### config.mk
export PLATFORM = sky130hd
export DESIGN_NAME = multicycle_sequencer_flat
export DESIGN_NICKNAME = d
export VERILOG_FILES = /design/src/rtl/multicycle_sequencer_pkg.sv /design/src/rtl/multicycle_sequencer_if.sv /design/src/rtl/multicycle_sequencer_op_class_decoder.sv /design/src/rtl/multicycle_sequencer.sv /design/src/flat_wrapper.sv
export SDC_FILE = /design/constraint.sdc
export NUM_CORES = 1
export LEC_CHECK = 0
export CAP_MARGIN = 25
export CORE_ASPECT_RATIO = 0.6
export CORE_MARGIN = 3
export CORE_UTILIZATION = 24
export DETAILED_ROUTE_END_ITERATION = 12
export SLEW_MARGIN = 30
export SYNTH_ARGS = -nofsm -noshare
export SYNTH_HDL_FRONTEND = slang
export SYNTH_SLANG_ARGS = --single-unit
### constraint.sdc
create_clock -name clock -period 2.5 [get_ports clock]
set_clock_uncertainty 0.05 [all_clocks]
set_input_delay 0.75 -clock clock [delete_from_list [all_inputs] [get_ports clock]]
set_output_delay 0.75 -clock clock [all_outputs]
set_load 0.03 [all_outputs]
### src/rtl/multicycle_sequencer_pkg.sv
// Shared RV64 multicycle control definitions: opcodes, FSM states, ALU op codes, op classes.
// Combinational helpers only; no latency or backpressure of its own.
package riscv_ctrl_pkg;

    localparam logic [6:0] OPC_R   = 7'b0110011;
    localparam logic [6:0] OPC_I   = 7'b0010011;
    localparam logic [6:0] OPC_LD  = 7'b0000011;
    localparam logic [6:0] OPC_SD  = 7'b0100011;
    localparam logic [6:0] OPC_BEQ = 7'b1100011;

    localparam logic [1:0] ALUOP_ADD   = 2'b00;
    localparam logic [1:0] ALUOP_SUB   = 2'b01;
    localparam logic [1:0] ALUOP_FUNCT = 2'b10;

    typedef enum logic [2:0] {
        ST_IDLE   = 3'd0,
        ST_FETCH  = 3'd1,
        ST_DECODE = 3'd2,
        ST_EXEC   = 3'd3,
        ST_MEM    = 3'd4,
        ST_WB     = 3'd5,
        ST_ERROR  = 3'd6
    } state_t;

    typedef enum logic [2:0] {
        CL_R   = 3'd0,
        CL_I   = 3'd1,
        CL_LD  = 3'd2,
        CL_SD  = 3'd3,
        CL_BEQ = 3'd4,
        CL_ILL = 3'd5
    } op_class_t;

    typedef struct packed {
        logic       mem_read;
        logic       mem_write;
        logic       ir_write;
        logic       pc_write;
        logic       pc_src;
        logic       alu_src;
        logic [1:0] alu_op;
        logic       reg_write;
        logic       mem_to_reg;
    } ctrl_t;

    // {alu_op, alu_src} for a class; held from EXEC through the end of the instruction
    function automatic logic [2:0] alu_setting(input op_class_t cls);
        logic [2:0] r;
        case (cls)
            CL_R:         r = {ALUOP_FUNCT, 1'b0};
            CL_I:         r = {ALUOP_FUNCT, 1'b1};
            CL_LD, CL_SD: r = {ALUOP_ADD,   1'b1};
            CL_BEQ:       r = {ALUOP_SUB,   1'b0};
            default:      r = 3'b000;
        endcase
        return r;
    endfunction

    function automatic logic is_mem_class(input op_class_t cls);
        return (cls == CL_LD) || (cls == CL_SD);
    endfunction

endpackage

### src/rtl/multicycle_sequencer_if.sv
// Control/handshake bundle between the sequencer (master) and IR, memory port and datapath (slave).
// Pure wiring; timing and flow control are defined by the sequencer.
interface multicycle_sequencer_if #(
    parameter int CNT_W = 32
);
    logic             start;
    logic             halt_req;
    logic [31:0]      instruction;
    logic             zero;
    logic             mem_ready;
    logic             mem_read;
    logic             mem_write;
    logic             ir_write;
    logic             pc_write;
    logic             pc_src;
    logic             alu_src;
    logic [1:0]       alu_op;
    logic             reg_write;
    logic             mem_to_reg;
    logic [2:0]       state;
    logic             illegal_op;
    logic             timeout_err;
    logic [CNT_W-1:0] retired_count;

    modport master (
        input  start, halt_req, instruction, zero, mem_ready,
        output mem_read, mem_write, ir_write, pc_write, pc_src, alu_src, alu_op,
               reg_write, mem_to_reg, state, illegal_op, timeout_err, retired_count
    );

    modport slave (
        output start, halt_req, instruction, zero, mem_ready,
        input  mem_read, mem_write, ir_write, pc_write, pc_src, alu_src, alu_op,
               reg_write, mem_to_reg, state, illegal_op, timeout_err, retired_count
    );
endinterface

### src/rtl/multicycle_sequencer_op_class_decoder.sv
// Opcode classifier shared with the datapath decoders: opcode[6:0] -> op class and legal flag.
// Purely combinational, zero latency, no flow control.
module op_class_decoder
    import riscv_ctrl_pkg::*;
(
    input  logic [6:0] opcode,
    output op_class_t  op_class,
    output logic       legal
);
    always_comb begin
        case (opcode)
            OPC_R:   op_class = CL_R;
            OPC_I:   op_class = CL_I;
            OPC_LD:  op_class = CL_LD;
            OPC_SD:  op_class = CL_SD;
            OPC_BEQ: op_class = CL_BEQ;
            default: op_class = CL_ILL;
        endcase
        legal = (op_class != CL_ILL);
    end
endmodule

### src/rtl/multicycle_sequencer.sv
// Multicycle RV64 control FSM: one instruction at a time, beq 3 / R,I,sd 4 / ld 5 cycles plus memory waits.
// Stalls in FETCH/MEM until mem_ready; bounded by TIMEOUT_CYCLES (0 = wait forever).
module multicycle_sequencer
    import riscv_ctrl_pkg::*;
#(
    parameter int TIMEOUT_CYCLES = 16,
    parameter int CNT_W          = 32
) (
    input  logic                   clock,
    input  logic                   reset,
    multicycle_sequencer_if.master bus
);
    localparam int WC_W = (TIMEOUT_CYCLES > 2) ? $clog2(TIMEOUT_CYCLES) : 1;
    localparam logic [WC_W-1:0] WAIT_LAST =
        (TIMEOUT_CYCLES > 0) ? WC_W'(TIMEOUT_CYCLES - 1) : '0;

    state_t           st;
    op_class_t        cls_q;
    op_class_t        dec_class;
    logic             dec_legal;
    logic [WC_W-1:0]  wait_cnt;
    logic [CNT_W-1:0] cnt_q;
    logic             ill_q;
    logic             to_q;
    logic             wait_expired;
    ctrl_t            ctrl;

    op_class_decoder u_dec (
        .opcode   (bus.instruction[6:0]),
        .op_class (dec_class),
        .legal    (dec_legal)
    );

    assign wait_expired = (TIMEOUT_CYCLES > 0) && !bus.mem_ready && (wait_cnt == WAIT_LAST);

    // Moore strobes from state/class, plus Mealy terms on mem_ready and zero
    always_comb begin
        ctrl = '0;
        case (st)
            ST_FETCH: begin
                ctrl.mem_read = 1'b1;
                ctrl.ir_write = bus.mem_ready;
            end
            ST_EXEC: begin
                {ctrl.alu_op, ctrl.alu_src} = alu_setting(cls_q);
                if (cls_q == CL_BEQ) begin
                    ctrl.pc_write = 1'b1;
                    ctrl.pc_src   = bus.zero;
                end
            end
            ST_MEM: begin
                {ctrl.alu_op, ctrl.alu_src} = alu_setting(cls_q);
                ctrl.mem_read  = (cls_q == CL_LD);
                ctrl.mem_write = (cls_q == CL_SD);
                ctrl.pc_write  = (cls_q == CL_SD) && bus.mem_ready;
            end
            ST_WB: begin
                {ctrl.alu_op, ctrl.alu_src} = alu_setting(cls_q);
                ctrl.reg_write  = 1'b1;
                ctrl.mem_to_reg = (cls_q == CL_LD);
                ctrl.pc_write   = 1'b1;
            end
            default: ctrl = '0;
        endcase
    end

    always_ff @(posedge clock) begin
        if (reset) begin
            st       <= ST_IDLE;
            cls_q    <= CL_R;
            wait_cnt <= '0;
            cnt_q    <= '0;
            ill_q    <= 1'b0;
            to_q     <= 1'b0;
        end else begin
            case (st)
                ST_IDLE: begin
                    if (bus.start && !bus.halt_req) begin
                        st       <= ST_FETCH;
                        wait_cnt <= '0;
                    end
                end
                ST_FETCH: begin
                    if (bus.mem_ready) begin
                        st <= ST_DECODE;
                    end else if (wait_expired) begin
                        st   <= ST_ERROR;
                        to_q <= 1'b1;
                    end else begin
                        wait_cnt <= wait_cnt + WC_W'(1);
                    end
                end
                ST_DECODE: begin
                    cls_q <= dec_class;
                    if (dec_legal) begin
                        st <= ST_EXEC;
                    end else begin
                        st    <= ST_ERROR;
                        ill_q <= 1'b1;
                    end
                end
                ST_EXEC: begin
                    if (is_mem_class(cls_q)) begin
                        st       <= ST_MEM;
                        wait_cnt <= '0;
                    end else if (cls_q != CL_BEQ) begin
                        st <= ST_WB;
                    end
                end
                ST_MEM: begin
                    if (bus.mem_ready) begin
                        if (cls_q == CL_LD) begin
                            st <= ST_WB;
                        end
                    end else if (wait_expired) begin
                        st   <= ST_ERROR;
                        to_q <= 1'b1;
                    end else begin
                        wait_cnt <= wait_cnt + WC_W'(1);
                    end
                end
                ST_WB:    st <= st;
                ST_ERROR: st <= ST_ERROR;
                default:  st <= ST_ERROR;
            endcase

            // Retire overrides the per-state next state above
            if (ctrl.pc_write) begin
                cnt_q    <= cnt_q + CNT_W'(1);
                st       <= bus.halt_req ? ST_IDLE : ST_FETCH;
                wait_cnt <= '0;
            end
        end
    end

    always_ff @(posedge clock) begin
        if (!reset) begin
            assert (!(ctrl.mem_read && ctrl.mem_write));
        end
    end

    assign bus.mem_read      = ctrl.mem_read;
    assign bus.mem_write     = ctrl.mem_write;
    assign bus.ir_write      = ctrl.ir_write;
    assign bus.pc_write      = ctrl.pc_write;
    assign bus.pc_src        = ctrl.pc_src;
    assign bus.alu_src       = ctrl.alu_src;
    assign bus.alu_op        = ctrl.alu_op;
    assign bus.reg_write     = ctrl.reg_write;
    assign bus.mem_to_reg    = ctrl.mem_to_reg;
    assign bus.state         = st;
    assign bus.illegal_op    = ill_q;
    assign bus.timeout_err   = to_q;
    assign bus.retired_count = cnt_q;

endmodule

### src/flat_wrapper.sv
// flat-port wrapper written by rule: the top's interface ports become plain ports
module multicycle_sequencer_flat import riscv_ctrl_pkg::*;
#(
    parameter int TIMEOUT_CYCLES = 16,
    parameter int CNT_W          = 32
)
  (clock, reset, bus_start, bus_halt_req, bus_instruction, bus_zero, bus_mem_ready, bus_mem_read, bus_mem_write, bus_ir_write, bus_pc_write, bus_pc_src, bus_alu_src, bus_alu_op, bus_reg_write, bus_mem_to_reg, bus_state, bus_illegal_op, bus_timeout_err, bus_retired_count);
  multicycle_sequencer_if #(.CNT_W(CNT_W)) bus_i ();
  input  logic clock;
  input  logic reset;
  input wire logic [$bits(bus_i.start)-1:0] bus_start;
  input wire logic [$bits(bus_i.halt_req)-1:0] bus_halt_req;
  input wire logic [$bits(bus_i.instruction)-1:0] bus_instruction;
  input wire logic [$bits(bus_i.zero)-1:0] bus_zero;
  input wire logic [$bits(bus_i.mem_ready)-1:0] bus_mem_ready;
  output wire logic [$bits(bus_i.mem_read)-1:0] bus_mem_read;
  output wire logic [$bits(bus_i.mem_write)-1:0] bus_mem_write;
  output wire logic [$bits(bus_i.ir_write)-1:0] bus_ir_write;
  output wire logic [$bits(bus_i.pc_write)-1:0] bus_pc_write;
  output wire logic [$bits(bus_i.pc_src)-1:0] bus_pc_src;
  output wire logic [$bits(bus_i.alu_src)-1:0] bus_alu_src;
  output wire logic [$bits(bus_i.alu_op)-1:0] bus_alu_op;
  output wire logic [$bits(bus_i.reg_write)-1:0] bus_reg_write;
  output wire logic [$bits(bus_i.mem_to_reg)-1:0] bus_mem_to_reg;
  output wire logic [$bits(bus_i.state)-1:0] bus_state;
  output wire logic [$bits(bus_i.illegal_op)-1:0] bus_illegal_op;
  output wire logic [$bits(bus_i.timeout_err)-1:0] bus_timeout_err;
  output wire logic [$bits(bus_i.retired_count)-1:0] bus_retired_count;
  assign bus_i.start = bus_start;
  assign bus_i.halt_req = bus_halt_req;
  assign bus_i.instruction = bus_instruction;
  assign bus_i.zero = bus_zero;
  assign bus_i.mem_ready = bus_mem_ready;
  assign bus_mem_read = bus_i.mem_read;
  assign bus_mem_write = bus_i.mem_write;
  assign bus_ir_write = bus_i.ir_write;
  assign bus_pc_write = bus_i.pc_write;
  assign bus_pc_src = bus_i.pc_src;
  assign bus_alu_src = bus_i.alu_src;
  assign bus_alu_op = bus_i.alu_op;
  assign bus_reg_write = bus_i.reg_write;
  assign bus_mem_to_reg = bus_i.mem_to_reg;
  assign bus_state = bus_i.state;
  assign bus_illegal_op = bus_i.illegal_op;
  assign bus_timeout_err = bus_i.timeout_err;
  assign bus_retired_count = bus_i.retired_count;
  multicycle_sequencer #(.TIMEOUT_CYCLES(TIMEOUT_CYCLES), .CNT_W(CNT_W)) u_core (.clock(clock), .reset(reset), .bus(bus_i));
endmodule
Yosys cells after proc, flatten, opt, wreduce, memory -nomap -nowiden

Cells that the tools add are included.

Flip-flop bits (word level): 44
Bits of input ports: 38
Output and inout bits: 47
Logic and storage cells: 78

Add/subtract/negate cells: 2
Eq/ne operators: 25
Mux-type cells: 26
Bitwise gates (word level): 2
Reductions and logical operators: 17

Operator list:

| operator                                              | count |
|---|---|
| adder 32 x 1 -> 32 bit, second input constant         | 1 |
| 2-to-1 mux 3 bit                                      | 10 |
| one-hot mux 3 bit (6 select lines)                    | 1 |
| 2-to-1 mux 4 bit                                      | 4 |
| one-hot mux 3 bit (5 select lines)                    | 1 |
| equality test 7 x 6 -> 1 bit, second input constant   | 2 |
| equality test 3 x 2 -> 1 bit, second input constant   | 4 |
| one-hot mux 3 bit (4 select lines)                    | 1 |
| one-hot mux 4 bit (3 select lines)                    | 1 |
| equality test 3 bit, second input constant            | 3 |
| equality test 7 x 2 -> 1 bit, second input constant   | 1 |
| equality test 7 x 5 -> 1 bit, second input constant   | 1 |
| equality test 7 bit, second input constant            | 1 |
| equality test 3 x 1 -> 1 bit, second input constant   | 2 |
| logical NOT 3 bit                                     | 2 |
| inequality test 2 bit, second input constant          | 3 |
| inequality test 3 bit, second input constant          | 2 |
| OR reduction 2 bit                                    | 3 |
| AND reduction 5 bit                                   | 1 |
| adder 4 x 1 -> 4 bit, second input constant           | 1 |
| equality test 4 bit, second input constant            | 1 |
| 2-to-1 mux 1 bit                                      | 4 |
| 2-to-1 mux 2 bit                                      | 2 |
| inequality test 2 x 1 -> 1 bit, second input constant | 2 |
| 14 further kinds                                      | 18 |

Depth between registers and ports, before layout

Gate-level depths: netlist of the first run.

Depth after elaboration: 6
Mapped depth: 8
Gate-level depth less buffers: 6

Modules after synthesis

From an unflattened synthesis of the first run, not the netlist that was laid out.

Cells, all modules: 293
Area total of the unflattened synthesis: 2,337.2 sq um

By module, submodules not included:

| module               | times used | cells each | area an instance (sq um) | seq. area each (sq um) |
|---|---|---|---|---|
| multicycle_sequencer | 1          | 282        | 2,272.2                  | 880.8 |
| op_class_decoder     | 1          | 11         | 65.1                     | 0.0 |

Worst setup path before layout of the first run

No wires, ideal clock.

Kind: register to output
From: reg u_core.st[2], in the netlist u_core.bus.state[2]
To: out bus_mem_to_reg
Arrival time: 1,940 ps
Required time: 1,700 ps
Path slack: -240 ps
Stages on the path, launching flop included: 4
Path buffers: 1
Cells stage by stage: dfxtp_1 -> buf_2 -> and3b_1 -> nor3b_1

Cells in the longest elaborated chain, start to end: 2

RTL lines:

| element                  | line                        | source |
|---|---|---|
| start: declaration       | multicycle_sequencer.sv:17  | `state_t st;` |
| start signal: assignment | multicycle_sequencer.sv:122 | `ST_WB: st <= st;` |
| start signal: assignment | multicycle_sequencer.sv:130 | `st <= bus.halt_req ? ST_IDLE : ST_FETCH;` |
| equality test 3 bit      | multicycle_sequencer.sv:39  | `case (st)` |
| 2-to-1 mux 2 bit         | multicycle_sequencer.sv:39  |  |
| end: declaration         | flat_wrapper.sv:24          | `output wire logic [$bits(bus_i.mem_to_reg)-1:0] bus_mem_to_reg;` |

Every way passes these cells.

Final worst setup path of the first run

From: reg u_core.st[0], in the netlist u_core.bus.state[0]
To: out bus_mem_read

Cells in the longest elaborated chain, start to end: 2
Elaborated cells between the ends (all ways): 3
Those cells by class: 2 x eq/ne; 1 x mux

RTL lines:

| element                                                                    | line                       | source |
|---|---|---|
| equality test 3 bit / equality test 3 x 1 -> 1 bit (equally long branches) | multicycle_sequencer.sv:39 |  |
| one-hot mux 1 bit (2 select lines) (*)                                     | multicycle_sequencer.sv:39 |  |
| end: declaration                                                           | flat_wrapper.sv:16         | `output wire logic [$bits(bus_i.mem_read)-1:0] bus_mem_read;` |

Mark *: on every way between the ends. The rest lies on a longest branch, timed or not.

==> flow_summary.json, run 1 <==
{
  "nets": 429,
  "endpoint_kind": "output pin",
  "tritoncts.num_buffers": 5,
  "crit-reg2reg-launch": "u_core.bus.retired_count[14]",
  "hold_end": "u_core.bus.timeout_err",
  "initial_utilization_pct": 25.00,
  "timing.hold.worst_path_depth": 2,
  "grt_start_max_net_pins": 48,
  "track_usage_pct": 12.64,
  "clk_path_buf_depth": 2,
  "ff2ff_setup_slack_ps": 350,
  "postSynthCellCount": 307,
  "place_area_sq_um": 3400,
  "setup_viol": 0,
  "worstSetupStartpointType": "flop",
  "ctsHoldBuffers": 0,
  "fp.coreArea_sq_um": 9985,
  "synthDominantCellAreaShare_pct": 35.29,
  "area_growth_syn_to_layout_pct": 42.91,
  "cts_tree": "built",
  "synth_top_area_cell": "dfxtp_1",
  "placementRows": 28,
  "r2r-end": "u_core.bus.retired_count[26]",
  "share_of_cells_above_drive_strength_1_pct": 17.69,
  "timing.setup.critical_path_class": "flop to output pin",
  "grt.overflow.total": 0,
  "leakagePower_nw": 1.206,
  "async_reset_ff_share_pct": 0,
  "post_route_cell_area_sq_um": 3567,
  "synth.cell_area_sq_um": 2496,
  "htree_levels": 2,
  "ant_nets": 0,
  "die-height_um": 85.00,
  "wl_per_cell_um": 13.95,
  "buffer_ports.inserted": 59,
  "finalCritPeriodShare_pct": 97.29,
  "seq_area_frac_synth_pct": 35.29,
  "yosys_register_bits": 44,
  "slew_headroom_pct": 63.48,
  "synthTopCellsByCount": "dfxtp_1, a21oi_1, nor2_1",
  "die_width_um": 137.7,
  "antenna_found_initial": 0,
  "pin_count": 85,
  "grt_first_pass_wirelength_um": 12020,
  "r2r_cells": 5,
  "detail_route.vias_per_cell": 4.901,
  "drc_errors": 0,
  "ys_dominant_reg_cell": "dfxtp_1",
  "post_synthesis_area_per_instance_sq_um": 8.131,
  "gpl.final_weighted_congestion": 0.8197,
  "diodes": 0,
  "worstPathRequired_ps": 1700,
  "min_from": "u_core.bus.timeout_err",
  "slew_violations": 0,
  "report.final.hold_viol_count": 0,
  "post-synth-top-count-cell": "dfxtp_1",
  "mappedNetlistNets": 347,
  "drt_pre_antenna_iters": 4,
  "placement.setup.worst_slack_ps": -201.1,
  "first_iter_violations": 213,
  "cts_root_buf": "clkbuf_16",
  "maxCapViolations": 0,
  "worst_ir_drop_vdd_mv": 0.1982,
  "place.detailed.hpwl_um": 5580,
  "final.min_clock_period_ps": 2432,
  "yosys-top-cells-area": "dfxtp_1, a21oi_1, nor2_1",
  "fin_ws_ps": 67.83,
  "ys_types": 63,
  "power_per_cell_area_nw_per_um2": 488.0,
  "tightest_slew_ps": 545.4,
  "via_count_of_the_first_global_routing_pass": 2378,
  "routed_wirelength_um": 7326,
  "clock_sinks": 44,
  "synth_edf_count": 0,
  "crit_path_max_fanout": 13,
  "worstSkewPairLatency_ps": 280,
  "floorplan.die_area_sq_um": 11700,
  "ys.warnings.count": 0,
  "timing.critical_path.arrival_ps": 1630,
  "path_clk_slew_ps": 60,
  "outcome": "complete, no violations",
  "max_clock_freq_ghz": 0.4112,
  "layout.filler_cells": 1017,
  "hold_path.class": "flop to flop",
  "dr_vias": 2573
}
power by group:
part | switching (mW) | internal [mW]
combinational | 0.192 | 0.144
sequential | 0.0285 | 0.721
clock | 0.256 | 0.399
critical path, stage by stage (launching register included):
cell,delay (ps)
dfxtp_2,370
buf_4,190
nand2b_1,160
or3_1,300
a21oi_1,150
buf_4,180
logic make-up (layout without fill, tap and decap cells):
group / Yosys count / in the layout / share of synthesized area [%]
buffers and inverters: 28 / 111 / 5.313
AOI/OAI and AO/OA: 84 / 84 / 22.26
and+or+nand+nor: 133 / 133 / 30.13
DFF: 44 / 44 / 35.29
xor gates and xnor gates: 11 / 11 / 3.860
muxes: 5 / 5 / 2.155
adders and majority gates: 2 / 2 / 1.002
worst max-delay path by stage:
stage                   startpoint       endpoint  slack [ps]
4_1_cts        u_core.bus.state[0]   bus_mem_read          20
6_report       u_core.bus.state[0]   bus_mem_read          70
3_5_place_dp         bus_mem_ready   bus_pc_write        -200
3_3_place_gp         bus_mem_ready   bus_pc_write        -190
5_1_grt            u_core.cls_q[0]   bus_pc_write          -3
2_1_floorplan  u_core.bus.state[0]  bus_alu_op[1]        -230
flip-flops by register name, indices dropped and copies added, names as in the netlist:
name                      cells
u_core.bus.illegal_op         1
u_core.bus.retired_count     32
u_core.bus.state              3
u_core.bus.timeout_err        1
u_core.cls_q                  3
u_core.wait_cnt               4
layout make-up:
class	instances	area, sq um	area share [%]
tap	135	168.9	4.735
timing repair buffer	93	833.3	23.36
multi-input combinational	235	1496	41.95
sequential	44	884.6	24.80
inverter	10	37.54	1.052
clock buffer	8	146.4	4.104
metrics by stage:
stage	hold WS (ps)	total power [mW]	util, %	setup TNS (ps)	std cells
6_report	420.8	1.741	35.73	0	525
5_1_grt	470.4	1.822	35.73	-3.245	525
4_1_cts	433.5	1.756	35.54	0	523
3_5_place_dp	419.7	1.100	34.05	-2299	515
3_3_place_gp	405.7	1.096	34.05	-1776	515
2_1_floorplan	431.1	0.9721	-	-452.8	307
metal layers:
metal	global-route usage, %	vias up	part of all wire [%]
met5	0	-	0
met4	1.993	0	0.26
met3	3.732	2	7.0
met2	17.65	61	40
met1	19.29	1206	53
li1	-	1304	-
cells in the final DEF, fill, tap and decap left out, drive strengths merged, types with 10 or more instances in the layout:
cell type | synthesis | final
clkdlybuf4s50 | 0 | 47
dfxtp | 44 | 44
buf | 7 | 42
a21oi | 30 | 30
nor2 | 30 | 30
nand2 | 20 | 20
o21ai | 19 | 19
nand3 | 16 | 16
or4 | 10 | 10
inv | 10 | 10
what timing repair did:
item | 4_1_cts | 5_1_grt
setup endpoints to repair | 5 | 2
gates resized for setup | 6 | 3
pin swaps | 0 | 1
buffers inserted | 0 | 2
Power figures use the tool's default switching activity.
==> run 2: changes to the inputs <==
- clock period: 2.5 -> 2.85 ns (I/O delays scaled with it)
==> run 2 against run 1 <==
Net effect: via count fell by 1.3%; die area did not move; clock-buffer cell count fell by 3; wire length fell by 2.8%; sequential cell count did not move; sequential power fell by 13%; clock power fell by 12%.
==> flow_summary.json, run 2 (synthesis gave the netlist of run 1 again) <==
{
  "final.min_clock_period_ps": 2783,
  "track_usage_pct": 12.22,
  "crit-reg2reg-launch": "u_core.cls_q[2]",
  "timing.critical_path.arrival_ps": 1880,
  "hold_path.class": "flop to flop",
  "leakagePower_nw": 1.157,
  "fp.coreArea_sq_um": 9985,
  "routed_wirelength_um": 7119,
  "worstSetupStartpointType": "input pin",
  "slew_violations": 0,
  "finish.cell_count_without_fillers": 509,
  "buffer_ports.inserted": 59,
  "grt_first_pass_wirelength_um": 11600,
  "path_clk_slew_ps": 60,
  "worstPathRequired_ps": 1950,
  "cts_tree": "built",
  "endpoint_kind": "output pin",
  "via_count_of_the_first_global_routing_pass": 2281,
  "critPathLaunch": "bus_mem_ready",
  "htree_levels": 2,
  "gpl.final_weighted_congestion": 0.8805,
  "share_of_cells_above_drive_strength_1_pct": 12.30,
  "drt_pre_antenna_iters": 4,
  "grt_setup_unrepaired": "false",
  "detail_route.vias_per_cell": 4.988,
  "die_width_um": 137.7,
  "clk_path_buf_depth": 2,
  "wl_per_cell_um": 13.99,
  "slew_headroom_pct": 47.50,
  "max_clock_freq_ghz": 0.3594,
  "floorplan.die_area_sq_um": 11700,
  "fin_worst_hold_slack_ps": 427.4,
  "maxCapViolations": 0,
  "power_per_cell_area_nw_per_um2": 440.3,
  "pin_count": 85,
  "crit_path_max_fanout": 2,
  "nets": 413,
  "setup_viol": 0,
  "first_iter_violations": 185,
  "design_power_total_mw": 1.523,
  "dp_cells": 501,
  "most-common-layout-cells": "clkdlybuf4s50_1, dfxtp_1, a21oi_1",
  "place_area_sq_um": 3301,
  "clock_sinks": 44,
  "dr_vias": 2539,
  "area_growth_syn_to_layout_pct": 38.55,
  "die-height_um": 85.00,
  "cts_root_buf": "clkbuf_16",
  "grt.overflow.total": 0,
  "diodes": 0,
  "tightest_slew_ps": 787.4,
  "post_route_cell_area_sq_um": 3458,
  "tritoncts.num_buffers": 5,
  "finalCritPeriodShare_pct": 97.64,
  "outcome": "complete, no violations",
  "largest_register_ff_count": 32,
  "min_from": "u_core.bus.illegal_op",
  "grt_start_max_net_pins": 48,
  "worst_ir_drop_vdd_mv": 0.3060,
  "antenna_found_initial": 0,
  "fin_ws_ps": 67.32,
  "initial_utilization_pct": 25.00,
  "worstSkewPairLatency_ps": 280,
  "report.final.hold_viol_count": 0,
  "mostFrequentLayoutCell": "clkdlybuf4s50_1",
  "place.detailed.hpwl_um": 5420,
  "placementRows": 28,
  "ant_nets": 0,
  "placement.setup.worst_slack_ps": -19.26,
  "timing.setup.critical_path_class": "input pin to output pin",
  "drc_errors": 0
}
-- run 2: cell count changes in the layout (fill, tap and decap cells not counted), moves of 2 or more --
cell             change
buf_4               -21
clkdlybuf4s50_1      +3
clkbuf_1             -2
clkinvlp_4           +2
dfxtp_1              +2
dfxtp_2              -2
dlymetal6s2s_1       +2
-- run 2: stage by stage --
stage / setup TNS, ps / util [%]
after floorplan: 0 / -
after global placement: -1.392 / 33.06
after detailed placement: -34.93 / 33.06
after CTS: 0 / 34.54
after global routing: 0 / 34.64
final: 0 / 34.64
-- run 2: area by class of cell --
cell class                      count  area, sq um
Tap cell                          135        168.9
Timing Repair Buffer               77        730.7
Sequential cell                    44        882.1
Fill cell                        1039         6526
Clock buffer                        5        125.1
Inverter                           10        37.54
Multi-Input combinational cell    235         1490
Clock inverter                      3        23.77
-- run 2: what timing repair did --
action                                  CTS  global route
endpoints found under the setup margin    7             4
setup buffers                             0             0
pin swaps                                 0             1
hold buffers                              0             0
resized for setup                         6             3
-- run 2: power breakdown --
part / total [mW] / switching, mW / internal (mW) / leakage [nW]
Sequential: 0.654 / 0.0229 / 0.631 / 0.355
Combinational: 0.292 / 0.170 / 0.122 / 0.735
Clock: 0.577 / 0.251 / 0.326 / 0.0660
-- run 2: worst paths after layout --
check	end	slack [ps]	depth (start not counted)
max reg2reg	u_core.bus.retired_count[9]	530	7
max	bus_pc_write	70	5
min reg2reg	u_core.bus.illegal_op	430	2
min	u_core.bus.illegal_op	430	2
-- run 2: layer usage --
layer,routed length [um],global-route usage (%)
met1,3634,18.18
met4,30,1.630
met3,479,3.910
met5,0,0
met2,2975,17.57
-- run 2: critical path, stage by stage --
cell and delay, ps:
clkdlybuf4s50_1 440, and3_1 220, nor2_2 140, inv_2 60, buf_4 170
==> run 3: changes to the inputs <==
- HOLD_SLACK_MARGIN: default -> 0.1
- SLEW_MARGIN: 30 -> 20
==> results of run 3 <==
Final layout, timing and power as in run 2 (identical DEF).
